$ cat config.mk
export PLATFORM = sky130hd
export DESIGN_NAME = fifo_stream_reader
export DESIGN_NICKNAME = d
export VERILOG_FILES = /design/src/rtl/fifo_pkg.sv /design/src/rtl/fifo_stream_reader_buf.sv /design/src/rtl/fifo_stream_reader.sv
export SDC_FILE = /design/constraint.sdc
export NUM_CORES = 1
export LEC_CHECK = 0
export ABC_AREA = 1
export BUFFER_PORTS_ARGS = -buffer_cell sky130_fd_sc_hd__buf_2
export CORE_MARGIN = 2
export CORE_UTILIZATION = 45
export CTS_CLUSTER_DIAMETER = 30
export DETAILED_ROUTE_END_ITERATION = 6
export PLACE_DENSITY = 0.72
export REMOVE_ABC_BUFFERS = 1
export SYNTH_ARGS = -nofsm -noshare
export SYNTH_HDL_FRONTEND = slang
export SYNTH_HIERARCHICAL = 1
export SYNTH_SLANG_ARGS = --single-unit
export TNS_END_PERCENT = 20
$ cat constraint.sdc
create_clock -name clock -period 2.3 [get_ports clock]
set_clock_uncertainty 0.1 [all_clocks]
set_input_delay 0.115 -clock clock [delete_from_list [all_inputs] [get_ports clock]]
set_output_delay 0.115 -clock clock [all_outputs]
set_load 0.01 [all_outputs]
$ cat src/rtl/fifo_pkg.sv
// Shared constants and pointer helper for the FIFO drain stage.
// Internal buffer is three entries deep, so pointers wrap 2 -> 0.
package fifo_pkg;

    localparam int DEF_DATA_WIDTH = 8;
    localparam int BUF_DEPTH      = 3;

    localparam logic [1:0] PTR_LAST = 2'(BUF_DEPTH - 1);
    localparam logic [1:0] OCC_FULL = 2'(BUF_DEPTH);

    function automatic logic [1:0] ptr_inc(input logic [1:0] ptr);
        return (ptr == PTR_LAST) ? 2'd0 : ptr + 2'd1;
    endfunction

endpackage

$ cat src/rtl/fifo_stream_reader_buf.sv
// Three-entry circular buffer that absorbs the FIFO read latency.
// Head entry is always visible on o_head; occupancy tracks stored words.
module fifo_stream_reader_buf
    import fifo_pkg::*;
#(
    parameter int DATA_WIDTH = DEF_DATA_WIDTH
) (
    input  logic                  clock,
    input  logic                  reset_n,
    input  logic                  i_push,
    input  logic [DATA_WIDTH-1:0] i_push_data,
    input  logic                  i_pop,
    output logic [DATA_WIDTH-1:0] o_head,
    output logic [1:0]            o_occupancy
);

    logic [DATA_WIDTH-1:0] r_mem [BUF_DEPTH];
    logic [1:0]            r_wr_ptr;
    logic [1:0]            r_rd_ptr;
    logic [1:0]            r_occ;

    always_ff @(posedge clock or negedge reset_n) begin
        if (!reset_n) begin
            for (int i = 0; i < BUF_DEPTH; i++) begin
                r_mem[i] <= '0;
            end
            r_wr_ptr <= 2'd0;
            r_rd_ptr <= 2'd0;
            r_occ    <= 2'd0;
        end else begin
            // The issue logic never lets a word arrive into a full buffer
            assert (!(i_push && r_occ == OCC_FULL));
            if (i_push) begin
                r_mem[r_wr_ptr] <= i_push_data;
                r_wr_ptr        <= ptr_inc(r_wr_ptr);
            end
            if (i_pop) begin
                r_rd_ptr <= ptr_inc(r_rd_ptr);
            end
            if (i_push && !i_pop) begin
                r_occ <= r_occ + 2'd1;
            end else if (!i_push && i_pop) begin
                r_occ <= r_occ - 2'd1;
            end
        end
    end

    assign o_head      = r_mem[r_rd_ptr];
    assign o_occupancy = r_occ;

endmodule

$ cat src/rtl/fifo_stream_reader.sv
// FIFO drain stage: issues reads against buffer credit and presents
// the words as a valid/ready stream with a periodic burst marker.
module fifo_stream_reader
    import fifo_pkg::*;
#(
    parameter int DATA_WIDTH = DEF_DATA_WIDTH,
    parameter int BURST_LEN  = 4
) (
    input  logic                  clock,
    input  logic                  reset_n,
    input  logic [DATA_WIDTH-1:0] fifo_data,
    input  logic                  fifo_empty,
    output logic                  fifo_read_en,
    output logic [DATA_WIDTH-1:0] out_data,
    output logic                  out_valid,
    input  logic                  out_ready,
    output logic                  out_last,
    output logic [1:0]            occupancy
);

    localparam int CW = (BURST_LEN > 1) ? $clog2(BURST_LEN) : 1;
    localparam logic [CW-1:0] CNT_LAST = CW'(BURST_LEN - 1);

    logic          r_active;
    logic          r_inflight;
    logic [CW-1:0] r_beat;

    logic [1:0]    w_occ;
    logic [2:0]    w_credit_used;
    logic          w_read_en;
    logic          w_pop;

    // Credit counts words already held plus the one still in flight
    assign w_credit_used = {1'b0, w_occ} + {2'b00, r_inflight};
    assign w_read_en     = r_active && !fifo_empty
                         && (w_credit_used < 3'(BUF_DEPTH));
    assign w_pop         = out_valid && out_ready;

    always_ff @(posedge clock or negedge reset_n) begin
        if (!reset_n) begin
            r_active   <= 1'b0;
            r_inflight <= 1'b0;
            r_beat     <= '0;
        end else begin
            r_active   <= 1'b1;
            r_inflight <= w_read_en;
            if (w_pop) begin
                r_beat <= (r_beat == CNT_LAST) ? '0 : r_beat + 1'b1;
            end
        end
    end

    fifo_stream_reader_buf #(
        .DATA_WIDTH (DATA_WIDTH)
    ) u_buf (
        .clock       (clock),
        .reset_n     (reset_n),
        .i_push      (r_inflight),
        .i_push_data (fifo_data),
        .i_pop       (w_pop),
        .o_head      (out_data),
        .o_occupancy (w_occ)
    );

    assign fifo_read_en = w_read_en;
    assign out_valid    = (w_occ != 2'd0);
    assign out_last     = out_valid && (r_beat == CNT_LAST);
    assign occupancy    = w_occ;

endmodule

==> results of run 1 <==
==> final cells by class <==
type,instances,area share
repair buffers,36,0.122
well taps,46,0.0296
flip-flops and latches,34,0.438
multi-input cells,117,0.349
clock buffers,7,0.0232
inverters,20,0.0386
==> worst max-delay path, delay by kind of cell, from the launching register on <==
kind          cells  cell delay [ns]
buf+inv           1             0.15
simple gates      3             0.25
fa+ha+maj         2             0.51
flops             1             0.52
==> layout by cell type, fill, tap and decap left out, drive strengths merged <==
cell,synthesis,routed
buf,3,25
dlygate4sd3,0,11
nand4,1,1
nand3b,1,1
ha,4,4
clkbuf,0,7
inv,20,20
nand3,14,14
o21ai,29,29
o21a,1,1
nor2,5,5
xnor2,1,1
nand2,60,60
conb,1,1
dfrtp,34,34
==> kinds of logic after synthesis <==
family | after synthesis | synth area share
XOR/XNOR | 1 | 0.00535
flip-flops | 34 | 0.519
AND/OR/NAND/NOR | 81 | 0.228
buffers and inverters | 23 | 0.0665
AO/OA/AOI/OAI | 30 | 0.148
adder cells (fa/ha/maj) | 4 | 0.0306
other | 1 | 0.00229
==> metal layers <==
metal  track usage  vias up
met4        0.0638        0
met2         0.272       15
met1         0.213      543
met5             0        -
met3        0.0616        7
li1              -      636
==> registers in the layout (all words and copies together), names as in the netlist <==
register / count
r_active: 1
r_beat: 2
r_inflight: 1
u_buf/o_occupancy: 2
u_buf/r_mem: 24
u_buf/r_rd_ptr: 2
u_buf/r_wr_ptr: 2
==> worst max-delay path by stage <==
stage                                                 from                               end  slack (ns)  depth (start not counted)
final                                 r_inflight$_DFF_PN0_                      fifo_read_en        0.33                          6
after global routing                  r_inflight$_DFF_PN0_                      fifo_read_en        0.17                          6
after CTS                             r_inflight$_DFF_PN0_                      fifo_read_en        0.30                          6
after detailed placement              r_inflight$_DFF_PN0_                      fifo_read_en        0.69                          6
after global placement                r_inflight$_DFF_PN0_                      fifo_read_en        0.70                          6
after floorplan           u_buf/o_occupancy[0]$_DFFE_PN0P_  u_buf/o_occupancy[1]$_DFFE_PN0P_        0.78                          8
==> through the flow <==
step,cells,utilization,total power [mW]
6_report,260,0.569,2.52
2_1_floorplan,171,-,1.87
5_1_grt,260,0.569,2.77
4_1_cts,260,0.569,2.55
3_3_place_gp,242,0.524,2.21
3_5_place_dp,242,0.524,2.24
==> power by group through the flow <==
stage / Sequential [mW] / Clock, mW / Combinational [mW]
finish: 1.08 / 0.296 / 1.14
global route: 1.12 / 0.340 / 1.31
CTS: 1.08 / 0.313 / 1.16
detailed placement: 1.09 / 0 / 1.15
global placement: 1.08 / 0 / 1.13
floorplan: 1.06 / 0 / 0.808
==> what timing repair did <==
item / CTS / global route
hold buffers: 11 / 0
endpoints found under the setup margin: 0 / 0
endpoints found under the hold margin: 61 / 0
==> report_table.html, run 1 <==
<table>
<tr><th>Metric</th><th>Value</th></tr>
<tr><th colspan="2">Run status</th></tr>
<tr><td>Run status</td><td>finished, final reports clean</td></tr>
<tr><th colspan="2">Global route</th></tr>
<tr><td>Vias in the first global route</td><td>1,168</td></tr>
<tr><td>Overall global routing resource usage</td><td>0.171</td></tr>
<tr><td>Wire length of the first global-routing pass</td><td>5.29 mm</td></tr>
<tr><td>Maximum number of pins on one net before global-route repair</td><td>35</td></tr>
<tr><td>GRT overflow</td><td>0</td></tr>
<tr><td>Initial antenna violation count</td><td>0</td></tr>
<tr><th colspan="2">Critical path</th></tr>
<tr><td>Data arrival time of the worst path</td><td>1.75 ns</td></tr>
<tr><td>Startpoint type of the worst setup path</td><td>flip-flop</td></tr>
<tr><td>Master of the slowest instance on the critical path</td><td>dfrtp_1</td></tr>
<tr><td>Series of cell instances along the critical path</td><td>ha_1, ha_1, nand2_1, nand3b_1, nor2_1, buf_2</td></tr>
<tr><td>Type of the worst setup path</td><td>reg -&gt; out</td></tr>
<tr><td>Largest incremental delay on the critical path</td><td>0.52 ns</td></tr>
<tr><td>Depth of the most critical reg-to-reg path</td><td>8</td></tr>
<tr><td>Critical Path End Type</td><td>output pin</td></tr>
<tr><td>Req. time, crit path</td><td>2.09 ns</td></tr>
<tr><td>End of the worst register-to-register path</td><td>u_buf/o_occupancy[1]$_DFFE_PN0P_</td></tr>
<tr><td>Largest fanout of any net on the critical path</td><td>7</td></tr>
<tr><td>Most common cell type on the critical path</td><td>ha_1</td></tr>
<tr><td>Setup slack, reg-to-reg</td><td>0.67 ns</td></tr>
<tr><td>Launching point of the worst reg2reg path</td><td>u_buf/o_occupancy[0]$_DFFE_PN0P_</td></tr>
<tr><th colspan="2">Power</th></tr>
<tr><td>Switching fraction of total power</td><td>0.411</td></tr>
<tr><td>Share of power burned in combinational logic</td><td>0.453</td></tr>
<tr><td>Cell area power density</td><td>1290 mW/mm^2</td></tr>
<tr><td>Switching power</td><td>1.04 mW</td></tr>
<tr><td>Pint</td><td>1.48 mW</td></tr>
<tr><td>Clock share of power</td><td>0.118</td></tr>
<tr><td>Leakage component of the power</td><td>0.997 nW</td></tr>
<tr><td>Worst IR Drop VDD</td><td>0.534 mV</td></tr>
<tr><td>Proportion of power drawn by flip-flops and latches</td><td>0.429</td></tr>
<tr><th colspan="2">Detailed routing</th></tr>
<tr><td>Iter 0 DRT Violations</td><td>30</td></tr>
<tr><td>DR top layer</td><td>met4</td></tr>
<tr><td>Total via count after detailed routing</td><td>1,201</td></tr>
<tr><td>Post-route DRC</td><td>0</td></tr>
<tr><td>Met3 Wirelength</td><td>131 um</td></tr>
<tr><td>Met1 wire length</td><td>1.32 mm</td></tr>
<tr><td>Count of TritonRoute iterations in the first routing pass</td><td>4</td></tr>
<tr><td>Routed Wire Length</td><td>2.92 mm</td></tr>
<tr><td>Via density</td><td>4.62</td></tr>
<tr><td>Wirelength per Cell</td><td>11.2 um</td></tr>
<tr><td>Number of antenna-violating nets in the routed design</td><td>0</td></tr>
<tr><td>Met2 WL</td><td>1.41 mm</td></tr>
<tr><th colspan="2">STA</th></tr>
<tr><td>Ratio of final minimum period to clock period</td><td>0.856</td></tr>
<tr><td>Hold Worst Slack</td><td>0.282 ns</td></tr>
<tr><td>Final-layout setup total negative slack</td><td>0 ns</td></tr>
<tr><td>Normalized max-slew margin</td><td>0.510</td></tr>
<tr><td>Number of failing hold endpoints at the final stage</td><td>0</td></tr>
<tr><td>RSZ-0062 raised after global routing</td><td>false</td></tr>
<tr><td>Setup-violating endpoint count in the final report</td><td>0</td></tr>
<tr><td>Actual slew at the worst max-slew pin</td><td>0.735 ns</td></tr>
<tr><td>Slew Limit Fails</td><td>0</td></tr>
<tr><td>Setup WS post-layout</td><td>0.331 ns</td></tr>
<tr><td>Max Fclk</td><td>508 MHz</td></tr>
<tr><td>Min Tclk post-route</td><td>1.97 ns</td></tr>
<tr><th colspan="2">Final layout</th></tr>
<tr><td>Layout cells sized above 1</td><td>0.285</td></tr>
<tr><td>Post-Layout Inst Area</td><td>0.00194 sq mm</td></tr>
<tr><td>Ant diodes</td><td>0</td></tr>
<tr><td>Footprint of the multi-input gates</td><td>678 sq um</td></tr>
<tr><td>Reg area</td><td>851 sq um</td></tr>
<tr><td>Final-stage net count</td><td>230</td></tr>
<tr><td>Area growth, synth to finish</td><td>18.7%</td></tr>
<tr><td>Fill cell instance count of the final layout</td><td>341</td></tr>
<tr><th colspan="2">Synthesis</th></tr>
<tr><td>Top_reg_cell synth</td><td>dfrtp_1</td></tr>
<tr><td>Count of cell types in the netlist</td><td>19</td></tr>
<tr><td>Fraction of post-synthesis cell area in the top cell type by area</td><td>0.519</td></tr>
<tr><td>Most common cell in the synthesized netlist</td><td>nand2_1</td></tr>
<tr><td>Main area contributors after synthesis</td><td>dfrtp_1, nand2_1, o21ai_2</td></tr>
<tr><td>Largest area contributor in the synthesized netlist</td><td>dfrtp_1</td></tr>
<tr><td>Synth Area per Inst</td><td>9.41 sq um</td></tr>
<tr><td>Post-synthesis instance total</td><td>174</td></tr>
<tr><td>Async S/R FF share, synth</td><td>1.00</td></tr>
<tr><td>Count of state elements after synthesis</td><td>34</td></tr>
<tr><td>Cell area after synthesis</td><td>0.00164 sq mm</td></tr>
<tr><td>Sequential area share after synthesis</td><td>0.519</td></tr>
<tr><td>Most instantiated cells after synthesis</td><td>nand2_1, dfrtp_1, o21ai_2, inv_1, nand3_1</td></tr>
<tr><td>Synthesis warning total</td><td>6</td></tr>
<tr><td>Number of enable-type register cells in the synthesized netlist</td><td>0</td></tr>
<tr><th colspan="2">Place</th></tr>
<tr><td>Port Buffer Count</td><td>24</td></tr>
<tr><td>Gp weighted congestion</td><td>0.742</td></tr>
<tr><td>Cell area after placement</td><td>0.00179 sq mm</td></tr>
<tr><td>Setup Slack @ Placement</td><td>0.686 ns</td></tr>
<tr><td>Detailed-placement wirelength estimate</td><td>1.93 mm</td></tr>
<tr><th colspan="2">CTS</th></tr>
<tr><td>Post-CTS setup-driven buffer insertion count</td><td>0</td></tr>
<tr><td>Number of gates resized after CTS</td><td>0</td></tr>
<tr><td>Worst-skew pair later-pin latency</td><td>0.33 ns</td></tr>
<tr><td>Maximum level of the CTS H-tree</td><td>2</td></tr>
<tr><td>Clock-pin slew of the registers on the worst-case setup and hold paths</td><td>0.09 ns</td></tr>
<tr><td>Maximum count of clock buffers along a single path</td><td>2</td></tr>
<tr><td>TritonCTS Buffers</td><td>5</td></tr>
<tr><td>Clock tree from TritonCTS</td><td>built</td></tr>
<tr><td>Clock sinks</td><td>34</td></tr>
<tr><td>Root cell of the clock tree</td><td>clkbuf_4</td></tr>
<tr><th colspan="2">Floorplan</th></tr>
<tr><td>Boundary Pins</td><td>25</td></tr>
<tr><td>DIE HEIGHT</td><td>64.3 um</td></tr>
<tr><td>Row cnt</td><td>21</td></tr>
<tr><td>CORE AREA</td><td>0.00342 sq mm</td></tr>
<tr><td>Total die area</td><td>0.00414 sq mm</td></tr>
<tr><td>Width of the die</td><td>64.3 um</td></tr>
<tr><td>Starting density of the core</td><td>0.479</td></tr>
<tr><th colspan="2">Flow run</th></tr>
<tr><td>Total of max-cap violations</td><td>0</td></tr>
<tr><th colspan="2">Hold path</th></tr>
<tr><td>Worst hold-check path type</td><td>in -&gt; async</td></tr>
</table>
No activity file was read; power rests on OpenSTA's default activity.
==> inputs of run 2 (changes only) <==
Settings changed: SYNTH_HIERARCHICAL 1 to default.
==> report_table.html, run 2 <==
<table>
<tr><th>Metric</th><th>Value</th></tr>
<tr><th colspan="2">STA</th></tr>
<tr><td>Actual slew at the worst max-slew pin</td><td>0.724 ns (was 0.735 ns)</td></tr>
<tr><td>Slew Limit Fails</td><td>0 (unchanged)</td></tr>
<tr><td>RSZ-0062 raised after global routing</td><td>false (unchanged)</td></tr>
<tr><td>Number of failing hold endpoints at the final stage</td><td>0 (unchanged)</td></tr>
<tr><td>Min Tclk post-route</td><td>1.98 ns (was 1.97 ns)</td></tr>
<tr><td>Normalized max-slew margin</td><td>0.517 (was 0.510)</td></tr>
<tr><td>Max Fclk</td><td>506 MHz (was 508 MHz)</td></tr>
<tr><td>Setup-violating endpoint count in the final report</td><td>0 (unchanged)</td></tr>
<tr><td>Final-layout setup total negative slack</td><td>0 ns (unchanged)</td></tr>
<tr><td>Ratio of final minimum period to clock period</td><td>0.859 (was 0.856)</td></tr>
<tr><th colspan="2">Floorplan</th></tr>
<tr><td>Starting density of the core</td><td>0.479 (about the same)</td></tr>
<tr><td>CORE AREA</td><td>0.00339 sq mm (was 0.00342 sq mm)</td></tr>
<tr><td>Width of the die</td><td>64.1 um (was 64.3 um)</td></tr>
<tr><td>Boundary Pins</td><td>25 (unchanged)</td></tr>
<tr><td>DIE HEIGHT</td><td>64.1 um (was 64.3 um)</td></tr>
<tr><td>Total die area</td><td>0.00410 sq mm (was 0.00414 sq mm)</td></tr>
<tr><td>Row cnt</td><td>21 (unchanged)</td></tr>
<tr><th colspan="2">Critical path</th></tr>
<tr><td>Most common cell type on the critical path</td><td>ha_1 (unchanged)</td></tr>
<tr><td>Series of cell instances along the critical path</td><td>ha_1, ha_1, nand2_1, nand3b_1, nor2_1, buf_2 (unchanged)</td></tr>
<tr><td>Master of the slowest instance on the critical path</td><td>dfrtp_1 (unchanged)</td></tr>
<tr><td>Req. time, crit path</td><td>2.09 ns (about the same)</td></tr>
<tr><td>Startpoint type of the worst setup path</td><td>flip-flop (unchanged)</td></tr>
<tr><td>Stages on worst setup path</td><td>6 (unchanged)</td></tr>
<tr><td>Critical Path End Type</td><td>output pin (unchanged)</td></tr>
<tr><td>Largest fanout of any net on the critical path</td><td>7 (unchanged)</td></tr>
<tr><td>End of the worst register-to-register path</td><td>u_buf.o_occupancy[1]$_DFFE_PN0P_ (was u_buf/o_occupancy[1]$_DFFE_PN0P_)</td></tr>
<tr><td>Data arrival time of the worst path</td><td>1.76 ns (was 1.75 ns)</td></tr>
<tr><td>Depth of the most critical reg-to-reg path</td><td>8 (unchanged)</td></tr>
<tr><td>Setup slack, reg-to-reg</td><td>0.67 ns (about the same)</td></tr>
<tr><td>Crit path max-delay family</td><td>flip-flops (unchanged)</td></tr>
<tr><td>CP startpoint</td><td>r_inflight$_DFF_PN0_ (unchanged)</td></tr>
<tr><td>Launching point of the worst reg2reg path</td><td>u_buf.o_occupancy[0]$_DFFE_PN0P_ (was u_buf/o_occupancy[0]$_DFFE_PN0P_)</td></tr>
<tr><td>Type of the worst setup path</td><td>reg -&gt; out (unchanged)</td></tr>
<tr><td>Largest incremental delay on the critical path</td><td>0.52 ns (about the same)</td></tr>
<tr><td>Critical path buffers and inverters</td><td>1 (unchanged)</td></tr>
<tr><td>Critical Path End</td><td>fifo_read_en (unchanged)</td></tr>
<tr><th colspan="2">Synthesis</th></tr>
<tr><td>Sequential area share after synthesis</td><td>0.524 (was 0.519)</td></tr>
<tr><td>Mux cell area share after synthesis</td><td>0 (unchanged)</td></tr>
<tr><td>Most common cell in the synthesized netlist</td><td>nand2_1 (unchanged)</td></tr>
<tr><td>Top_reg_cell synth</td><td>dfrtp_1 (unchanged)</td></tr>
<tr><td>Simple-gate share of the synthesized area</td><td>0.236 (was 0.228)</td></tr>
<tr><td>Count of state elements after synthesis</td><td>34 (unchanged)</td></tr>
<tr><td>Main area contributors after synthesis</td><td>dfrtp_1, nand2_1, o21ai_2 (unchanged)</td></tr>
<tr><td>Largest area contributor in the synthesized netlist</td><td>dfrtp_1 (unchanged)</td></tr>
<tr><td>Post-synthesis share of cell area spent on xor and xnor gates</td><td>0.00540 (was 0.00535)</td></tr>
<tr><td>Number of enable-type register cells in the synthesized netlist</td><td>0 (unchanged)</td></tr>
<tr><td>Most instantiated cells after synthesis</td><td>nand2_1, dfrtp_1, o21ai_2, inv_1, nand3_1 (unchanged)</td></tr>
<tr><td>Synth Area per Inst</td><td>9.49 sq um (was 9.41 sq um)</td></tr>
<tr><td>Synthesis warning total</td><td>0 (was 6)</td></tr>
<tr><td>Largest family of logic cells by synthesized area</td><td>simple AND/OR/NAND/NOR gates (unchanged)</td></tr>
<tr><td>Fraction of post-synthesis cell area in the top cell type by area</td><td>0.524 (was 0.519)</td></tr>
<tr><td>Post-synthesis instance total</td><td>171 (was 174)</td></tr>
<tr><td>Count of cell types in the netlist</td><td>17 (was 19)</td></tr>
<tr><td>Synthesized-area fraction occupied by ao, oa, aoi and oai cells</td><td>0.143 (was 0.148)</td></tr>
<tr><td>Synth Area in Adders</td><td>0.0308 (was 0.0306)</td></tr>
<tr><td>Async S/R FF share, synth</td><td>1.00 (unchanged)</td></tr>
<tr><td>Cell area after synthesis</td><td>0.00162 sq mm (was 0.00164 sq mm)</td></tr>
<tr><th colspan="2">Power</th></tr>
<tr><td>Cell area power density</td><td>1320 mW/mm^2 (was 1290 mW/mm^2)</td></tr>
<tr><td>Leakage component of the power</td><td>1.00 nW (was 0.997 nW)</td></tr>
<tr><td>Total design power</td><td>2.59 mW (was 2.52 mW)</td></tr>
<tr><td>Worst IR Drop VDD</td><td>0.659 mV (was 0.534 mV)</td></tr>
<tr><th colspan="2">Detailed routing</th></tr>
<tr><td>Post-route DRC</td><td>0 (unchanged)</td></tr>
<tr><td>Via density</td><td>4.73 (was 4.62)</td></tr>
<tr><td>Number of antenna-violating nets in the routed design</td><td>0 (unchanged)</td></tr>
<tr><td>Routed Wire Length</td><td>2.93 mm (was 2.92 mm)</td></tr>
<tr><td>Wirelength per Cell</td><td>11.4 um (was 11.2 um)</td></tr>
<tr><td>Total via count after detailed routing</td><td>1,220 (was 1,201)</td></tr>
<tr><td>Count of TritonRoute iterations in the first routing pass</td><td>4 (unchanged)</td></tr>
<tr><td>Iter 0 DRT Violations</td><td>80 (was 30)</td></tr>
<tr><th colspan="2">CTS</th></tr>
<tr><td>Maximum level of the CTS H-tree</td><td>2 (unchanged)</td></tr>
<tr><td>Clock sinks</td><td>34 (unchanged)</td></tr>
<tr><td>Maximum count of clock buffers along a single path</td><td>2 (unchanged)</td></tr>
<tr><td>TritonCTS Buffers</td><td>5 (unchanged)</td></tr>
<tr><td>Clock tree from TritonCTS</td><td>built (unchanged)</td></tr>
<tr><td>Clock-pin slew of the registers on the worst-case setup and hold paths</td><td>0.10 ns (was 0.09 ns)</td></tr>
<tr><td>Number of gates resized after CTS</td><td>0 (unchanged)</td></tr>
<tr><td>Worst-skew pair later-pin latency</td><td>0.33 ns (about the same)</td></tr>
<tr><td>Root cell of the clock tree</td><td>clkbuf_4 (unchanged)</td></tr>
<tr><th colspan="2">Final layout</th></tr>
<tr><td>Ant diodes</td><td>0 (unchanged)</td></tr>
<tr><td>Flip-flop count of the largest register, all copies and words added</td><td>24 (unchanged)</td></tr>
<tr><td>Post-Layout Inst Area</td><td>0.00196 sq mm (was 0.00194 sq mm)</td></tr>
<tr><td>Non-filler instance count after layout</td><td>258 (was 260)</td></tr>
<tr><td>Layout cells sized above 1</td><td>0.283 (was 0.285)</td></tr>
<tr><td>Leading cell type in the layout, fill and taps excluded</td><td>nand2_1 (unchanged)</td></tr>
<tr><td>Commonest cells after routing, fill and taps aside</td><td>nand2_1, dfrtp_1, o21ai_2, buf_2, inv_1 (was nand2_1, dfrtp_1, buf_2, o21ai_2, inv_1)</td></tr>
<tr><td>Area growth, synth to finish</td><td>20.7% (was 18.7%)</td></tr>
<tr><td>Share of the core filled with cells in the final layout</td><td>0.578 (was 0.569)</td></tr>
<tr><td>Largest register by flop count</td><td>u_buf.r_mem (was u_buf/r_mem)</td></tr>
<tr><td>Final-stage net count</td><td>227 (was 230)</td></tr>
<tr><th colspan="2">Place</th></tr>
<tr><td>Cell area after placement</td><td>0.00177 sq mm (was 0.00179 sq mm)</td></tr>
<tr><td>DP Cell Count</td><td>239 (was 242)</td></tr>
<tr><td>Gp weighted congestion</td><td>0.778 (was 0.742)</td></tr>
<tr><td>Detailed-placement wirelength estimate</td><td>1.89 mm (was 1.93 mm)</td></tr>
<tr><td>Port Buffer Count</td><td>24 (unchanged)</td></tr>
<tr><th colspan="2">Global route</th></tr>
<tr><td>Maximum number of pins on one net before global-route repair</td><td>35 (unchanged)</td></tr>
<tr><td>Vias in the first global route</td><td>1,187 (was 1,168)</td></tr>
<tr><td>GRT overflow</td><td>0 (unchanged)</td></tr>
<tr><td>Overall global routing resource usage</td><td>0.167 (was 0.171)</td></tr>
<tr><td>Wire length of the first global-routing pass</td><td>5.18 mm (was 5.29 mm)</td></tr>
<tr><td>Initial antenna violation count</td><td>0 (unchanged)</td></tr>
<tr><th colspan="2">Run status</th></tr>
<tr><td>Run status</td><td>finished, final reports clean (unchanged)</td></tr>
<tr><th colspan="2">Flow run</th></tr>
<tr><td>Total of max-cap violations</td><td>0 (unchanged)</td></tr>
<tr><th colspan="2">Hold path</th></tr>
<tr><td>Worst hold-check path type</td><td>in -&gt; async (unchanged)</td></tr>
</table>
## run 2: cell families after synthesis
logic type	after synthesis
adders and majority gates	4
and+or+nand+nor	84
DFF	34
other	1
buffers and inverters	19
AOI/OAI and AO/OA	28
xor gates and xnor gates	1
## run 2: where the power goes
group	total (mW)	switching, mW	internal, mW
Sequential	1.07	0.186	0.880
Clock	0.419	0.188	0.231
Combinational	1.11	0.639	0.470
## run 2: worst min-delay path by stage
stage          startpoint                                to
2_1_floorplan     reset_n                r_active$_DFF_PN0_
3_3_place_gp      reset_n  u_buf.o_occupancy[0]$_DFFE_PN0P_
3_5_place_dp      reset_n  u_buf.o_occupancy[0]$_DFFE_PN0P_
4_1_cts           reset_n  u_buf.o_occupancy[0]$_DFFE_PN0P_
5_1_grt           reset_n        u_buf.r_mem[8]$_DFFE_PN0P_
6_report          reset_n  u_buf.o_occupancy[0]$_DFFE_PN0P_
## run 2: cell type report
type / count / area [sq um]
fill: 317 / 1430
sequential: 34 / 851
multi-input combinational: 118 / 678
timing repair buffer: 36 / 238
inverter: 16 / 60.1
tap: 46 / 57.6
clock buffer: 7 / 45.0
clock inverter: 1 / 30.0
## run 2: routing by layer
| layer | track usage | up-vias | wire length (um) |
|---|---|---|---|
| li1 | - | 628 | - |
| met1 | 0.206 | 565 | 1330 |
| met2 | 0.279 | 21 | 1440 |
| met3 | 0.0475 | 6 | 111 |
| met4 | 0.0571 | 0 | 46 |
| met5 | 0 | - | 0 |
## run 2: timing repair
| action | CTS | global route |
|---|---|---|
| hold buffers | 11 | 0 |
| hold endpoints to repair | 58 | 0 |
| buffers inserted | 0 | 0 |
## run 2: stage by stage
stage                     setup WS [ns]  hold WS, ns
after floorplan                   0.693       -0.281
after global placement            0.723        0.125
after detailed placement          0.680        0.120
after CTS                         0.295        0.291
after global routing              0.224        0.327
final                             0.325        0.267
==> inputs of run 3 (changes only) <==
Settings changed: CTS_BUF_LIST from default to sky130_fd_sc_hd__clkbuf_4 sky130_fd_sc_hd__clkbuf_8 sky130_fd_sc_hd__clkbuf_16.
==> report_table.html, run 3 (same netlist as run 2, synthesis figures left out) <==
<table>
<tr><th>Metric</th><th>Value</th></tr>
<tr><th colspan="2">Floorplan</th></tr>
<tr><td>DIE HEIGHT</td><td>64.1 um (unchanged)</td></tr>
<tr><td>Boundary Pins</td><td>25 (unchanged)</td></tr>
<tr><td>Total die area</td><td>0.00410 sq mm (unchanged)</td></tr>
<tr><td>Row cnt</td><td>21 (unchanged)</td></tr>
<tr><td>Width of the die</td><td>64.1 um (unchanged)</td></tr>
<tr><td>Starting density of the core</td><td>0.479 (unchanged)</td></tr>
<tr><td>CORE AREA</td><td>0.00339 sq mm (unchanged)</td></tr>
<tr><th colspan="2">STA</th></tr>
<tr><td>Slew Limit Fails</td><td>0 (unchanged)</td></tr>
<tr><td>Setup WS post-layout</td><td>0.325 ns (about the same)</td></tr>
<tr><td>Setup-violating endpoint count in the final report</td><td>0 (unchanged)</td></tr>
<tr><td>Hold Worst Slack</td><td>0.268 ns (was 0.267 ns)</td></tr>
<tr><td>RSZ-0062 raised after global routing</td><td>false (unchanged)</td></tr>
<tr><td>Actual slew at the worst max-slew pin</td><td>0.723 ns (was 0.724 ns)</td></tr>
<tr><td>Normalized max-slew margin</td><td>0.518 (was 0.517)</td></tr>
<tr><td>Ratio of final minimum period to clock period</td><td>0.859 (about the same)</td></tr>
<tr><td>Min Tclk post-route</td><td>1.97 ns (was 1.98 ns)</td></tr>
<tr><td>Number of failing hold endpoints at the final stage</td><td>0 (unchanged)</td></tr>
<tr><td>Final-layout setup total negative slack</td><td>0 ns (unchanged)</td></tr>
<tr><td>Max Fclk</td><td>506 MHz (about the same)</td></tr>
<tr><th colspan="2">Final layout</th></tr>
<tr><td>Largest register by flop count</td><td>u_buf.r_mem (unchanged)</td></tr>
<tr><td>Flip-flop count of the largest register, all copies and words added</td><td>24 (unchanged)</td></tr>
<tr><td>Final-stage net count</td><td>227 (unchanged)</td></tr>
<tr><td>Commonest cells after routing, fill and taps aside</td><td>nand2_1, dfrtp_1, o21ai_2, buf_2, inv_1 (unchanged)</td></tr>
<tr><td>Area growth, synth to finish</td><td>21.2% (was 20.7%)</td></tr>
<tr><td>Leading cell type in the layout, fill and taps excluded</td><td>nand2_1 (unchanged)</td></tr>
<tr><td>Fill cell instance count of the final layout</td><td>316 (was 317)</td></tr>
<tr><td>Layout cells sized above 1</td><td>0.292 (was 0.283)</td></tr>
<tr><td>Non-filler instance count after layout</td><td>258 (unchanged)</td></tr>
<tr><td>Ant diodes</td><td>0 (unchanged)</td></tr>
<tr><th colspan="2">Critical path</th></tr>
<tr><td>Data arrival time of the worst path</td><td>1.76 ns (about the same)</td></tr>
<tr><td>Most common cell type on the critical path</td><td>ha_1 (unchanged)</td></tr>
<tr><td>Largest fanout of any net on the critical path</td><td>7 (unchanged)</td></tr>
<tr><td>Series of cell instances along the critical path</td><td>ha_1, ha_1, nand2_1, nand3b_1, nor2_1, buf_2 (unchanged)</td></tr>
<tr><td>Startpoint type of the worst setup path</td><td>flip-flop (unchanged)</td></tr>
<tr><td>Req. time, crit path</td><td>2.09 ns (about the same)</td></tr>
<tr><td>Critical path buffers and inverters</td><td>1 (unchanged)</td></tr>
<tr><td>Master of the slowest instance on the critical path</td><td>dfrtp_1 (unchanged)</td></tr>
<tr><td>Largest incremental delay on the critical path</td><td>0.52 ns (about the same)</td></tr>
<tr><td>Crit path max-delay family</td><td>flip-flops (unchanged)</td></tr>
<tr><td>Critical Path End Type</td><td>output pin (unchanged)</td></tr>
<tr><td>Type of the worst setup path</td><td>reg -&gt; out (unchanged)</td></tr>
<tr><th colspan="2">Global route</th></tr>
<tr><td>Wire length of the first global-routing pass</td><td>5.20 mm (was 5.18 mm)</td></tr>
<tr><td>Maximum number of pins on one net before global-route repair</td><td>35 (unchanged)</td></tr>
<tr><td>GRT overflow</td><td>0 (unchanged)</td></tr>
<tr><td>Initial antenna violation count</td><td>0 (unchanged)</td></tr>
<tr><td>Vias in the first global route</td><td>1,179 (was 1,187)</td></tr>
<tr><td>Overall global routing resource usage</td><td>0.167 (about the same)</td></tr>
<tr><th colspan="2">Place</th></tr>
<tr><td>DP Cell Count</td><td>239 (unchanged)</td></tr>
<tr><td>Port Buffer Count</td><td>24 (unchanged)</td></tr>
<tr><td>Gp weighted congestion</td><td>0.778 (unchanged)</td></tr>
<tr><td>Detailed-placement wirelength estimate</td><td>1.89 mm (unchanged)</td></tr>
<tr><td>Setup Slack @ Placement</td><td>0.680 ns (unchanged)</td></tr>
<tr><th colspan="2">Detailed routing</th></tr>
<tr><td>Post-route DRC</td><td>0 (unchanged)</td></tr>
<tr><td>Iter 0 DRT Violations</td><td>71 (was 80)</td></tr>
<tr><td>Routed Wire Length</td><td>2.94 mm (was 2.93 mm)</td></tr>
<tr><td>Wirelength per Cell</td><td>11.4 um (about the same)</td></tr>
<tr><td>Via density</td><td>4.71 (was 4.73)</td></tr>
<tr><td>Number of antenna-violating nets in the routed design</td><td>0 (unchanged)</td></tr>
<tr><td>Total via count after detailed routing</td><td>1,214 (was 1,220)</td></tr>
<tr><td>Count of TritonRoute iterations in the first routing pass</td><td>4 (unchanged)</td></tr>
<tr><th colspan="2">CTS</th></tr>
<tr><td>Root cell of the clock tree</td><td>clkbuf_4 (unchanged)</td></tr>
<tr><td>TritonCTS Buffers</td><td>5 (unchanged)</td></tr>
<tr><td>Maximum count of clock buffers along a single path</td><td>2 (unchanged)</td></tr>
<tr><td>Worst-skew pair later-pin latency</td><td>0.33 ns (about the same)</td></tr>
<tr><td>Clock-pin slew of the registers on the worst-case setup and hold paths</td><td>0.10 ns (about the same)</td></tr>
<tr><td>Post-CTS setup-driven buffer insertion count</td><td>0 (unchanged)</td></tr>
<tr><td>Clock tree from TritonCTS</td><td>built (unchanged)</td></tr>
<tr><td>Clock sinks</td><td>34 (unchanged)</td></tr>
<tr><td>Maximum level of the CTS H-tree</td><td>2 (unchanged)</td></tr>
<tr><td>Number of gates resized after CTS</td><td>0 (unchanged)</td></tr>
<tr><th colspan="2">Power</th></tr>
<tr><td>Cell area power density</td><td>1330 mW/mm^2 (was 1320 mW/mm^2)</td></tr>
<tr><td>Worst IR Drop VDD</td><td>0.658 mV (was 0.659 mV)</td></tr>
<tr><td>Leakage component of the power</td><td>1.01 nW (was 1.00 nW)</td></tr>
<tr><th colspan="2">Flow run</th></tr>
<tr><td>Total of max-cap violations</td><td>0 (unchanged)</td></tr>
<tr><th colspan="2">Run status</th></tr>
<tr><td>Run status</td><td>finished, final reports clean (unchanged)</td></tr>
<tr><th colspan="2">Hold path</th></tr>
<tr><td>Worst hold-check path type</td><td>in -&gt; async (unchanged)</td></tr>
</table>
-- run 3: cell types whose count changed in the layout (fill, tap and decap cells not counted) --
cell      previous run  this run
clkbuf_1             2         0
clkbuf_4             5         7
-- run 3: metal layers --
metal	vias up	GRT usage	routed length [um]
met5	-	0	0
met3	5	0.0475	116
met2	22	0.277	1400
met1	559	0.209	1370
li1	628	-	-
met4	0	0.0571	48
-- run 3: final cells by class --
cell class / count / area [sq um] / area share
flip-flops and latches: 34 / 851 / 0.433
repair buffers: 36 / 238 / 0.121
well taps: 46 / 57.6 / 0.0293
inverters: 16 / 60.1 / 0.0305
multi-input cells: 118 / 678 / 0.345
clock inverters: 1 / 30.0 / 0.0153
clock buffers: 7 / 52.6 / 0.0267
-- run 3: repair_timing --
item,in CTS,in global routing
endpoints found under the hold margin,58,0
endpoints found under the setup margin,0,0
hold buffers,11,0
-- run 3: stage by stage --
step	cell area, sq um	utilization	total power, mW
CTS	1970	0.580	2.65
finish	1970	0.580	2.62
detailed placement	1770	0.523	2.19
floorplan	1590	-	1.83
global placement	1770	0.523	2.16
global route	1970	0.580	2.86
-- run 3: power by group --
part	switching (mW)	total (mW)	internal (mW)
Clock	0.190	0.444	0.254
Combinational	0.640	1.11	0.470
Sequential	0.186	1.07	0.880
-- run 3: worst paths after layout --
| path | start | endpoint | slack [ns] | cells after the start |
|---|---|---|---|---|
| max in group asynchronous | reset_n | u_buf.r_mem[4]$_DFFE_PN0P_ | 1.37 | 2 |
| min in group clock | fifo_empty | r_inflight$_DFF_PN0_ | 0.37 | 3 |
| worst min-delay path | reset_n | u_buf.o_occupancy[0]$_DFFE_PN0P_ | 0.27 | 2 |
| worst max register to register | u_buf.o_occupancy[0]$_DFFE_PN0P_ | u_buf.o_occupancy[1]$_DFFE_PN0P_ | 0.67 | 8 |
| worst min register to register | r_beat[1]$_DFFE_PN0P_ | r_beat[1]$_DFFE_PN0P_ | 0.39 | 2 |
| worst max-delay path | r_inflight$_DFF_PN0_ | fifo_read_en | 0.33 | 6 |
